--- src/rtl/srf02_i2c_target.sv ---
// I2C target emulating the SRF02 ultrasonic ranger: pointer write, command write, shadowed multi-byte read.
// Build option: define SRF02_TARGET_GLITCH_FILTER_EN to add a 3-sample majority filter after each synchronizer.
module srf02_i2c_target #(
  parameter logic [6:0] ADDR7       = 7'h70,
  parameter logic [7:0] SW_REV      = 8'h06,
  parameter logic [7:0] AUTOTUNE_LO = 8'h12
) (
  input  logic        clk,
  input  logic        reset,
  input  logic        scl_in,
  input  logic        sda_in,
  output logic        sda_oe,
  input  logic [15:0] range_data,
  input  logic        range_load,
  output logic [7:0]  cmd,
  output logic        cmd_valid,
  output logic        busy,
  output logic        addressed
);

  typedef enum logic [3:0] {
    IDLE, ADDR, ADDR_ACK, REG, REG_ACK, WDATA, WDATA_ACK, RDATA, RACK, IGNORE
  } state_t;

  logic [1:0] scl_sync_q, sda_sync_q;
  logic       scl_c, sda_c, scl_prev_q, sda_prev_q;

  // Synchronizers preset high so reset never fabricates a bus edge.
  always_ff @(posedge clk) begin
    if (reset) begin
      scl_sync_q <= '1;
      sda_sync_q <= '1;
    end else begin
      scl_sync_q <= {scl_sync_q[0], scl_in};
      sda_sync_q <= {sda_sync_q[0], sda_in};
    end
  end

`ifdef SRF02_TARGET_GLITCH_FILTER_EN
  logic [2:0] scl_hist_q, sda_hist_q;

  always_ff @(posedge clk) begin
    if (reset) begin
      scl_hist_q <= '1;
      sda_hist_q <= '1;
    end else begin
      scl_hist_q <= {scl_hist_q[1:0], scl_sync_q[1]};
      sda_hist_q <= {sda_hist_q[1:0], sda_sync_q[1]};
    end
  end

  assign scl_c = (scl_hist_q[0] & scl_hist_q[1]) | (scl_hist_q[0] & scl_hist_q[2]) | (scl_hist_q[1] & scl_hist_q[2]);
  assign sda_c = (sda_hist_q[0] & sda_hist_q[1]) | (sda_hist_q[0] & sda_hist_q[2]) | (sda_hist_q[1] & sda_hist_q[2]);
`else
  assign scl_c = scl_sync_q[1];
  assign sda_c = sda_sync_q[1];
`endif

  logic scl_rise, scl_fall, start_det, stop_det;
  assign scl_rise  = scl_c & ~scl_prev_q;
  assign scl_fall  = ~scl_c & scl_prev_q;
  assign start_det = scl_c & scl_prev_q & sda_prev_q & ~sda_c;
  assign stop_det  = scl_c & scl_prev_q & ~sda_prev_q & sda_c;

  state_t          state_q, state_d;
  logic [3:0]      bitcnt_q, bitcnt_d;
  logic [7:0]      shreg_q, shreg_d, txsh_q, txsh_d, cmd_q, cmd_d;
  logic [2:0]      ptr_q, ptr_d;
  logic            rw_q, rw_d, sda_oe_q, sda_oe_d, cmd_valid_q, cmd_valid_d;
  logic            busy_q, busy_d, addressed_q, addressed_d;
  logic [15:0]     range_q, range_d;
  logic [7:0][7:0] shadow_q, shadow_d, regmap;
  logic [7:0]      byte_in;

  assign byte_in = {shreg_q[6:0], sda_c};

  always_comb begin
    regmap    = '1;
    regmap[0] = busy_q ? 8'hFF : SW_REV;
    regmap[1] = 8'h80;
    regmap[2] = range_q[15:8];
    regmap[3] = range_q[7:0];
    regmap[4] = 8'h00;
    regmap[5] = AUTOTUNE_LO;
  end

  always_comb begin
    state_d     = state_q;
    bitcnt_d    = bitcnt_q;
    shreg_d     = shreg_q;
    txsh_d      = txsh_q;
    cmd_d       = cmd_q;
    ptr_d       = ptr_q;
    rw_d        = rw_q;
    sda_oe_d    = sda_oe_q;
    cmd_valid_d = 1'b0;
    busy_d      = busy_q;
    addressed_d = addressed_q;
    range_d     = range_q;
    shadow_d    = shadow_q;

    if (start_det) begin
      state_d     = ADDR;
      bitcnt_d    = '0;
      sda_oe_d    = 1'b0;
      addressed_d = 1'b0;
    end else if (stop_det) begin
      state_d     = IDLE;
      sda_oe_d    = 1'b0;
      addressed_d = 1'b0;
    end else begin
      case (state_q)
        ADDR: begin
          if (scl_rise) begin
            shreg_d  = byte_in;
            bitcnt_d = bitcnt_q + 4'd1;
          end else if (scl_fall && bitcnt_q == 4'd8) begin
            bitcnt_d = '0;
            if (shreg_q[7:1] == ADDR7) begin
              state_d     = ADDR_ACK;
              sda_oe_d    = 1'b1;
              addressed_d = 1'b1;
              rw_d        = shreg_q[0];
              if (shreg_q[0]) shadow_d = regmap;
            end else begin
              state_d = IDLE;
            end
          end
        end
        ADDR_ACK: begin
          if (scl_fall) begin
            if (rw_q) begin
              state_d  = RDATA;
              txsh_d   = shadow_q[ptr_q];
              sda_oe_d = ~shadow_q[ptr_q][7];
            end else begin
              state_d  = REG;
              sda_oe_d = 1'b0;
            end
          end
        end
        REG: begin
          if (scl_rise) begin
            shreg_d  = byte_in;
            bitcnt_d = bitcnt_q + 4'd1;
          end else if (scl_fall && bitcnt_q == 4'd8) begin
            ptr_d    = shreg_q[2:0];
            sda_oe_d = 1'b1;
            bitcnt_d = '0;
            state_d  = REG_ACK;
          end
        end
        REG_ACK, WDATA_ACK: begin
          if (scl_fall) begin
            sda_oe_d = 1'b0;
            state_d  = WDATA;
          end
        end
        WDATA: begin
          if (scl_rise) begin
            shreg_d  = byte_in;
            bitcnt_d = bitcnt_q + 4'd1;
            if (bitcnt_q == 4'd7 && ptr_q == 3'd0) begin
              cmd_d       = byte_in;
              cmd_valid_d = 1'b1;
              if (byte_in >= 8'h50 && byte_in <= 8'h56) busy_d = 1'b1;
            end
          end else if (scl_fall && bitcnt_q == 4'd8) begin
            sda_oe_d = 1'b1;
            ptr_d    = ptr_q + 3'd1;
            bitcnt_d = '0;
            state_d  = WDATA_ACK;
          end
        end
        RDATA: begin
          if (scl_rise) begin
            bitcnt_d = bitcnt_q + 4'd1;
          end else if (scl_fall) begin
            if (bitcnt_q == 4'd8) begin
              sda_oe_d = 1'b0;
              bitcnt_d = '0;
              state_d  = RACK;
            end else begin
              txsh_d   = txsh_q << 1;
              sda_oe_d = ~txsh_q[6];
            end
          end
        end
        RACK: begin
          // bitcnt doubles as the "master ACKed" marker between the 9th rise and fall.
          if (scl_rise) begin
            ptr_d = ptr_q + 3'd1;
            if (sda_c) state_d = IGNORE;
            else       bitcnt_d = 4'd1;
          end else if (scl_fall && bitcnt_q == 4'd1) begin
            state_d  = RDATA;
            txsh_d   = shadow_q[ptr_q];
            sda_oe_d = ~shadow_q[ptr_q][7];
            bitcnt_d = '0;
          end
        end
        default: ;
      endcase
    end

    if (range_load) begin
      range_d = range_data;
      busy_d  = 1'b0;
    end
  end

  always_ff @(posedge clk) begin
    if (reset) begin
      scl_prev_q  <= 1'b1;
      sda_prev_q  <= 1'b1;
      state_q     <= IDLE;
      bitcnt_q    <= '0;
      shreg_q     <= '0;
      txsh_q      <= '0;
      cmd_q       <= '0;
      ptr_q       <= '0;
      rw_q        <= 1'b0;
      sda_oe_q    <= 1'b0;
      cmd_valid_q <= 1'b0;
      busy_q      <= 1'b0;
      addressed_q <= 1'b0;
      range_q     <= '0;
      shadow_q    <= '0;
    end else begin
      scl_prev_q  <= scl_c;
      sda_prev_q  <= sda_c;
      state_q     <= state_d;
      bitcnt_q    <= bitcnt_d;
      shreg_q     <= shreg_d;
      txsh_q      <= txsh_d;
      cmd_q       <= cmd_d;
      ptr_q       <= ptr_d;
      rw_q        <= rw_d;
      sda_oe_q    <= sda_oe_d;
      cmd_valid_q <= cmd_valid_d;
      busy_q      <= busy_d;
      addressed_q <= addressed_d;
      range_q     <= range_d;
      shadow_q    <= shadow_d;
    end
  end

  assign sda_oe    = sda_oe_q;
  assign cmd       = cmd_q;
  assign cmd_valid = cmd_valid_q;
  assign busy      = busy_q;
  assign addressed = addressed_q;

endmodule
--- config.mk ---
export PLATFORM = sky130hd
export DESIGN_NAME = srf02_i2c_target
export DESIGN_NICKNAME = d
export VERILOG_FILES = /design/src/rtl/srf02_i2c_target.sv
export SDC_FILE = /design/constraint.sdc
export NUM_CORES = 1
export LEC_CHECK = 0
export CELL_PAD_IN_SITES_DETAIL_PLACEMENT = 1
export CELL_PAD_IN_SITES_GLOBAL_PLACEMENT = 2
export CORE_MARGIN = 3
export CORE_UTILIZATION = 35
export DETAILED_ROUTE_END_ITERATION = 7
export PLACE_DENSITY_LB_ADDON = 0.1
export SLEW_MARGIN = 5
export SYNTH_ARGS = -nofsm -noshare
export SYNTH_HDL_FRONTEND = slang
export SYNTH_SLANG_ARGS = --single-unit
--- constraint.sdc ---
create_clock -name clk -period 2.66 [get_ports clk]
set_input_delay 0.532 -clock clk [delete_from_list [all_inputs] [get_ports clk]]
set_output_delay 0.532 -clock clk [all_outputs]
set_load 0.02 [all_outputs]
==> results of run 1 <==
==> registers in the layout, indices dropped and copies added, names as in the netlist <==
register / flops
cmd_valid: 1
sda_oe: 1
shreg_q: 8
scl_prev_q: 1
range_q: 16
shadow_q: 18
busy: 1
txsh_q: 7
bitcnt_q: 4
state_q: 4
sda_sync_q: 2
scl_sync_q: 2
addressed: 1
rw_q: 1
cmd: 8
sda_prev_q: 1
ptr_q: 3
==> logic make-up (layout without fill, tap and decap cells) <==
kind of cell	after synthesis	count (layout)	synth area share, %
AND/OR/NAND/NOR	161	161	20.4
flip-flops	79	79	39.8
buffers and inverters	46	75	5.26
AO/OA/AOI/OAI	122	122	19.8
adder cells (fa/ha/maj)	8	8	2.52
XOR/XNOR	2	2	0.441
multiplexers	45	45	11.8
==> worst max-delay path: stages (launching register included) <==
cell and delay [ps]:
dfxtp_1 730, nor3b_1 510, nand3_1 150, a21oi_1 230, buf_4 180, o21ai_0 80, a31o_2 250
==> routing by layer <==
metal	vias up	track usage (%)
met5	-	0
met4	0	5.53
met3	14	4.69
met2	40	25.2
met1	1613	25.0
li1	1706	-
==> final cells by class <==
class | count | area [µm²]
multi-input cells | 338 | 2180
fillers | 1273 | 6270
clock buffers | 11 | 243
well taps | 140 | 175
repair buffers | 47 | 428
clock inverters | 5 | 57.6
inverters | 12 | 45.0
flip-flops and latches | 79 | 1580
==> power groups by stage <==
stage / logic [W] / clock network [W] / registers, W
6_report: 0.000972 / 0.00124 / 0.00134
5_1_grt: 0.00108 / 0.00134 / 0.00135
4_1_cts: 0.000970 / 0.00129 / 0.00134
3_5_place_dp: 0.000967 / 0 / 0.00136
3_3_place_gp: 0.000956 / 0 / 0.00136
2_1_floorplan: 0.000795 / 0 / 0.00131
==> worst min path at each step <==
stage | endpoint | cells past startpoint
after floorplan | scl_sync_q[1]$_SDFF_PP1_ | 1
after global placement | sda_sync_q[1]$_SDFF_PP1_ | 1
after detailed placement | scl_sync_q[1]$_SDFF_PP1_ | 1
after CTS | scl_sync_q[1]$_SDFF_PP1_ | 1
after global routing | scl_sync_q[1]$_SDFF_PP1_ | 1
final | scl_sync_q[1]$_SDFF_PP1_ | 1
==> through the flow <==
stage | instances | power [W]
finish | 632 | 0.00355
global route | 632 | 0.00377
CTS | 632 | 0.00359
detailed placement | 616 | 0.00233
global placement | 616 | 0.00232
floorplan | 463 | 0.00211
==> cells in the mapped netlist (4+ instances only) <==
library cell  number
nor2b_1            4
dfxtp_1           79
mux2_2             4
inv_1             12
nand2b_1           7
nand2_1           52
or2_2              4
clkbuf_1          15
a31oi_1            8
o21ai_0           19
a311oi_1           5
buf_4              4
nor3_1             6
a21oi_1           50
and3_1             4
nor2_1            47
buf_2             11
mux2i_1           40
ha_1               8
nand3_1           11
and3b_1            4
==> metrics, run 1 <==
Synthesis Warnings=0; static leakage=1.85 nW; wire per inst=16.6 µm; die width=112 µm; VDD IR max=0.583 mV; via count=3,373; core area=11,000 µm²; Crit. End Element=flip-flop; I/O pin total=33; Post-CTS Hold Buffers=0; post-synth cell types=64; gr usage total=17.4%; grt ovf=0; WS Path Type=reg2reg; RR Endpoint=ptr_q[2]$_SDFFE_PP0P_; worst r2r src=state_q[0]$_SDFFE_PP0P_; clock share of power=35.0%; register bit total from synthesis=79; # rows=38; fraction of layout cells with a size suffix above 1=9.76%; Worst Tran Pin Value=695 ps; Async SR Flop Fraction=0%; Die H=112 µm; vias in the first global route=3,454; Antenna diodes=0; Layout area overhead=18.6%; DR WL met2=4.41 mm; Final period util=84.5%; detailed-route wire length=10.5 mm; class of the worst hold path=reg2reg; pin count of the biggest net entering global routing=68; final setup fails=0; Root Buffer=clkbuf_16; commonest non-fill, non-tap cells in the layout=dfxtp_1, nand2_1, a21oi_1; post-synthesis sequential area ratio=39.8%; min-delay src=scl_sync_q[0]$_SDFF_PP1_; Synth Net Count=492; IO Port Bufs=32; status=complete, no violations; Setup WS pre-CTS=399 ps; CTS clock-pin slew for the worst setup and hold paths=60 ps; worst setup margin=413 ps; # nets final=516; die area=12,700 µm²; Initial Utilization=36.1%; cts repair resizes=0; DRC Markers=0; Switch Pwr=0.00115 W; synthesized area per cell=8.57 µm²; Finished Cell Area=4710 µm²; initial antenna violation count=0; total negative slack=0 ps; CP max FO=19; Pint=0.00240 W; drt first pass iters=4; P per Cell Area=755 nW/µm²; hpwl dp=7.55 mm; CTS tree=yes; Synth Instances=463; detailed-routed wire length on met3=328 µm; RSZ-0062 raised after global routing=false; Flop pwr share=37.7%; Area after DPL=4410 µm²; Max-Cap Viols=0; Setup crit start=state_q[0]$_SDFFE_PP0P_; FF-to-FF setup slack=410 ps; first-pass GRT wire length=17.7 mm; Worst Path Arrival=2480 ps; Max Fclk=445 MHz; post-CTS setup buffers=0; clk_skew=6.03 ps; wl on met1=5.57 mm; largest cells by area after synthesis=dfxtp_1, mux2i_1, a21oi_1; Hold WS=414 ps; Synth top area share=39.8%; Mapped Area=3970 µm²; switching part of the total=32.4%; Hold Fails Final Rpt=0; crit start category=flip-flop; Worst R2R Path Depth=6; main flop type after synthesis=dfxtp_1; Slew headroom=53.7%; Final GP Congestion=0.863; Clock Sinks=79; H-tree Lvls=3; post-route minimum period=2250 ps; Max clock buf depth=2; Comb pwr share=27.3%; DRT antenna net count=0; crit path to=ptr_q[2]$_SDFFE_PP0P_; CTS Buf Count=9; worst skew pair latency=340 ps; Yosys top cell by area=dfxtp_1; Top Layer Used=met4; Final Core Density=42.9%; commonest non-fill, non-tap cell in the layout=dfxtp_1; critical path required time=2890 ps; Via density=5.34; Slew Viols, Final=0; EDFF count, synth=0; Detailed Route Iter0 Violations=116
(Power assumes the default switching activity.)
==> inputs of run 2 (changes only) <==
--- a/config.mk
+++ b/config.mk
@@ -8,7 +8,7 @@
 export CELL_PAD_IN_SITES_DETAIL_PLACEMENT = 1
 export CELL_PAD_IN_SITES_GLOBAL_PLACEMENT = 2
 export CORE_MARGIN = 3
-export CORE_UTILIZATION = 35
+export CORE_UTILIZATION = 32
 export DETAILED_ROUTE_END_ITERATION = 7
 export PLACE_DENSITY_LB_ADDON = 0.1
 export SLEW_MARGIN = 5
==> constraint.sdc (replaced) <==
create_clock -name clk -period 1.8 [get_ports clk]
set_input_delay 0.36 -clock clk [delete_from_list [all_inputs] [get_ports clk]]
set_output_delay 0.36 -clock clk [all_outputs]
set_load 0.02 [all_outputs]
==> run 2 against run 1 <==
Net effect: the flow now finishes with violations (negative setup slack); power rose by 85%; global-route usage is 0.87 points higher; clock skew about the same; flip-flop and latch count stayed put; register-to-register slack got worse by 480 ps; sequential power increased by 46%; cell count grew 18%; worst hold slack got worse by 82 ps; setup slack got worse by 480 ps; clock-buffer cell count shrank 2; fmax up 20%; sequential share of layout area fell by 7.0 points.
==> metrics, run 2 (synthesized netlist as in run 1, its figures left out) <==
Final period util=104%; CP max FO=6; drt first pass iters=4; Die H=117 µm; Max Fclk=534 MHz; Antenna diodes=0; gr usage total=18.2%; CTS clock-pin slew for the worst setup and hold paths=70 ps; die width=117 µm; Max stage delay on crit path=540 ps; critical path required time=2040 ps; Max clock buf depth=2; Crit. End Element=flip-flop; worst r2r src=scl_prev_q$_SDFF_PP1_; vias in the first global route=3,915; Max-Cap Viols=0; post-route minimum period=1870 ps; Area after DPL=4950 µm²; I/O pin total=33; CP dominant cell by count=buf_4; # fillers=1,357; FF-to-FF setup slack=-70 ps; VDD IR max=0.495 mV; Worst R2R Path Depth=8; IO Port Bufs=32; # rows=40; pin count of the biggest net entering global routing=66; crit start category=flip-flop; final setup fails=18; WHS Endpoint=scl_sync_q[1]$_SDFF_PP1_; Worst Path Arrival=2110 ps; failing checks=negative setup slack; Final GP Congestion=0.837; commonest non-fill, non-tap cells in the layout=buf_4, dfxtp_1, nand2_1; fraction of layout cells with a size suffix above 1=39.2%; Hold WS=332 ps; max reg flops=18; Worst Tran Pin Value=369 ps; initial antenna violation count=0; static leakage=2.38 nW; top flop regs=shadow_q (18), range_q (16); wire per inst=17.7 µm; status=complete, but fails checks; Initial Utilization=32.9%; Pwr Total=0.00659 W; worst setup margin=-70.9 ps; class of the worst hold path=in2reg; Detailed Route Iter0 Violations=162; Setup WS pre-CTS=-280 ps; Worst path slowest cell=or4_4; Layout area overhead=51.5%; commonest non-fill, non-tap cell in the layout=buf_4; via count=3,783; die area=13,800 µm²; Finished Cell Area=6010 µm²; Hold Path Stages=2; WS Path Type=reg2reg; Slew headroom=75.3%; CTS tree=yes; Root Buffer=clkbuf_16; P per Cell Area=1100 nW/µm²; DRC Markers=0; first-pass GRT wire length=20.5 mm; min-delay src=reset; clk_skew=5.96 ps; Hold Fails Final Rpt=0; CTS Buf Count=9; core area=12,100 µm²; Slew Viols, Final=0; Clock Sinks=79; Via density=5.06; crit path cell chain=buf_4 > ha_4 > buf_4 > nor3_2 > a31oi_2 > o21ai_1 > or4_4 > o2111a_1; # nets final=603; grt ovf=0; RR Endpoint=sda_oe$_SDFFE_PP0P_; detailed-route wire length=13.2 mm; RSZ-0062 raised after global routing=true; worst skew pair latency=350 ps; Largest Register=shadow_q; hpwl dp=8.92 mm; DRT antenna net count=0; H-tree Lvls=3
## run 2: layer usage
| layer | share of wire, % | track usage (%) | up-vias |
|---|---|---|---|
| met5 | 0 | 0 | - |
| met4 | 1.3 | 5.72 | 0 |
| met3 | 1.7 | 2.60 | 12 |
| met2 | 48 | 29.8 | 39 |
| met1 | 49 | 25.0 | 1855 |
| li1 | - | - | 1877 |
## run 2: power by group
group          switching, W  internal, W  leakage, nW
sequential        0.0000910      0.00186        0.645
clock              0.000808      0.00109        0.136
combinational       0.00137      0.00138         1.60
## run 2: final cells by class
type | count | area, µm² | area share (%)
clock inverters | 7 | 80.1 | 1.33
clock buffers | 9 | 225 | 3.75
repair buffers | 134 | 1220 | 20.3
flip-flops and latches | 79 | 1600 | 26.6
well taps | 168 | 210 | 3.50
inverters | 12 | 45.0 | 0.749
multi-input cells | 338 | 2630 | 43.8
## run 2: how the worst max path moves through the flow
stage / startpoint / end / slack, ps
after floorplan: state_q[1]$_SDFFE_PP0P_ / sda_oe$_SDFFE_PP0P_ / 5
after global placement: state_q[1]$_SDFFE_PP0P_ / sda_oe$_SDFFE_PP0P_ / -270
after detailed placement: state_q[1]$_SDFFE_PP0P_ / sda_oe$_SDFFE_PP0P_ / -280
after CTS: state_q[2]$_SDFFE_PP0P_ / sda_oe$_SDFFE_PP0P_ / -40
after global routing: scl_prev_q$_SDFF_PP1_ / ptr_q[1]$_SDFFE_PP0P_ / -190
final: scl_prev_q$_SDFF_PP1_ / sda_oe$_SDFFE_PP0P_ / -70
## run 2: critical path: cells and delay by family (launching register included)
kind	cells	cell delay, ps
simple gates	2	580
fa+ha+maj	1	150
compound gates	3	420
flops	1	350
buf+inv	2	260
## run 2: per-stage QoR
| stage | instances | utilization [%] | TNS, ps |
|---|---|---|---|
| finish | 747 | 49.9 | -404 |
| global route | 747 | 49.9 | -2270 |
| CTS | 726 | 45.2 | -46.9 |
| detailed placement | 705 | 41.1 | -3680 |
| global placement | 705 | 41.1 | -1980 |
| floorplan | 463 | - | 0 |
## run 2: repair_timing
| item | 4_1_cts | 5_1_grt |
|---|---|---|
| pin swaps | 11 | 43 |
| resized for setup | 39 | 89 |
| setup buffers | 6 | 18 |
| setup endpoints to repair | 46 | 54 |
| cloned | 0 | 4 |
| hold buffers | 0 | 0 |
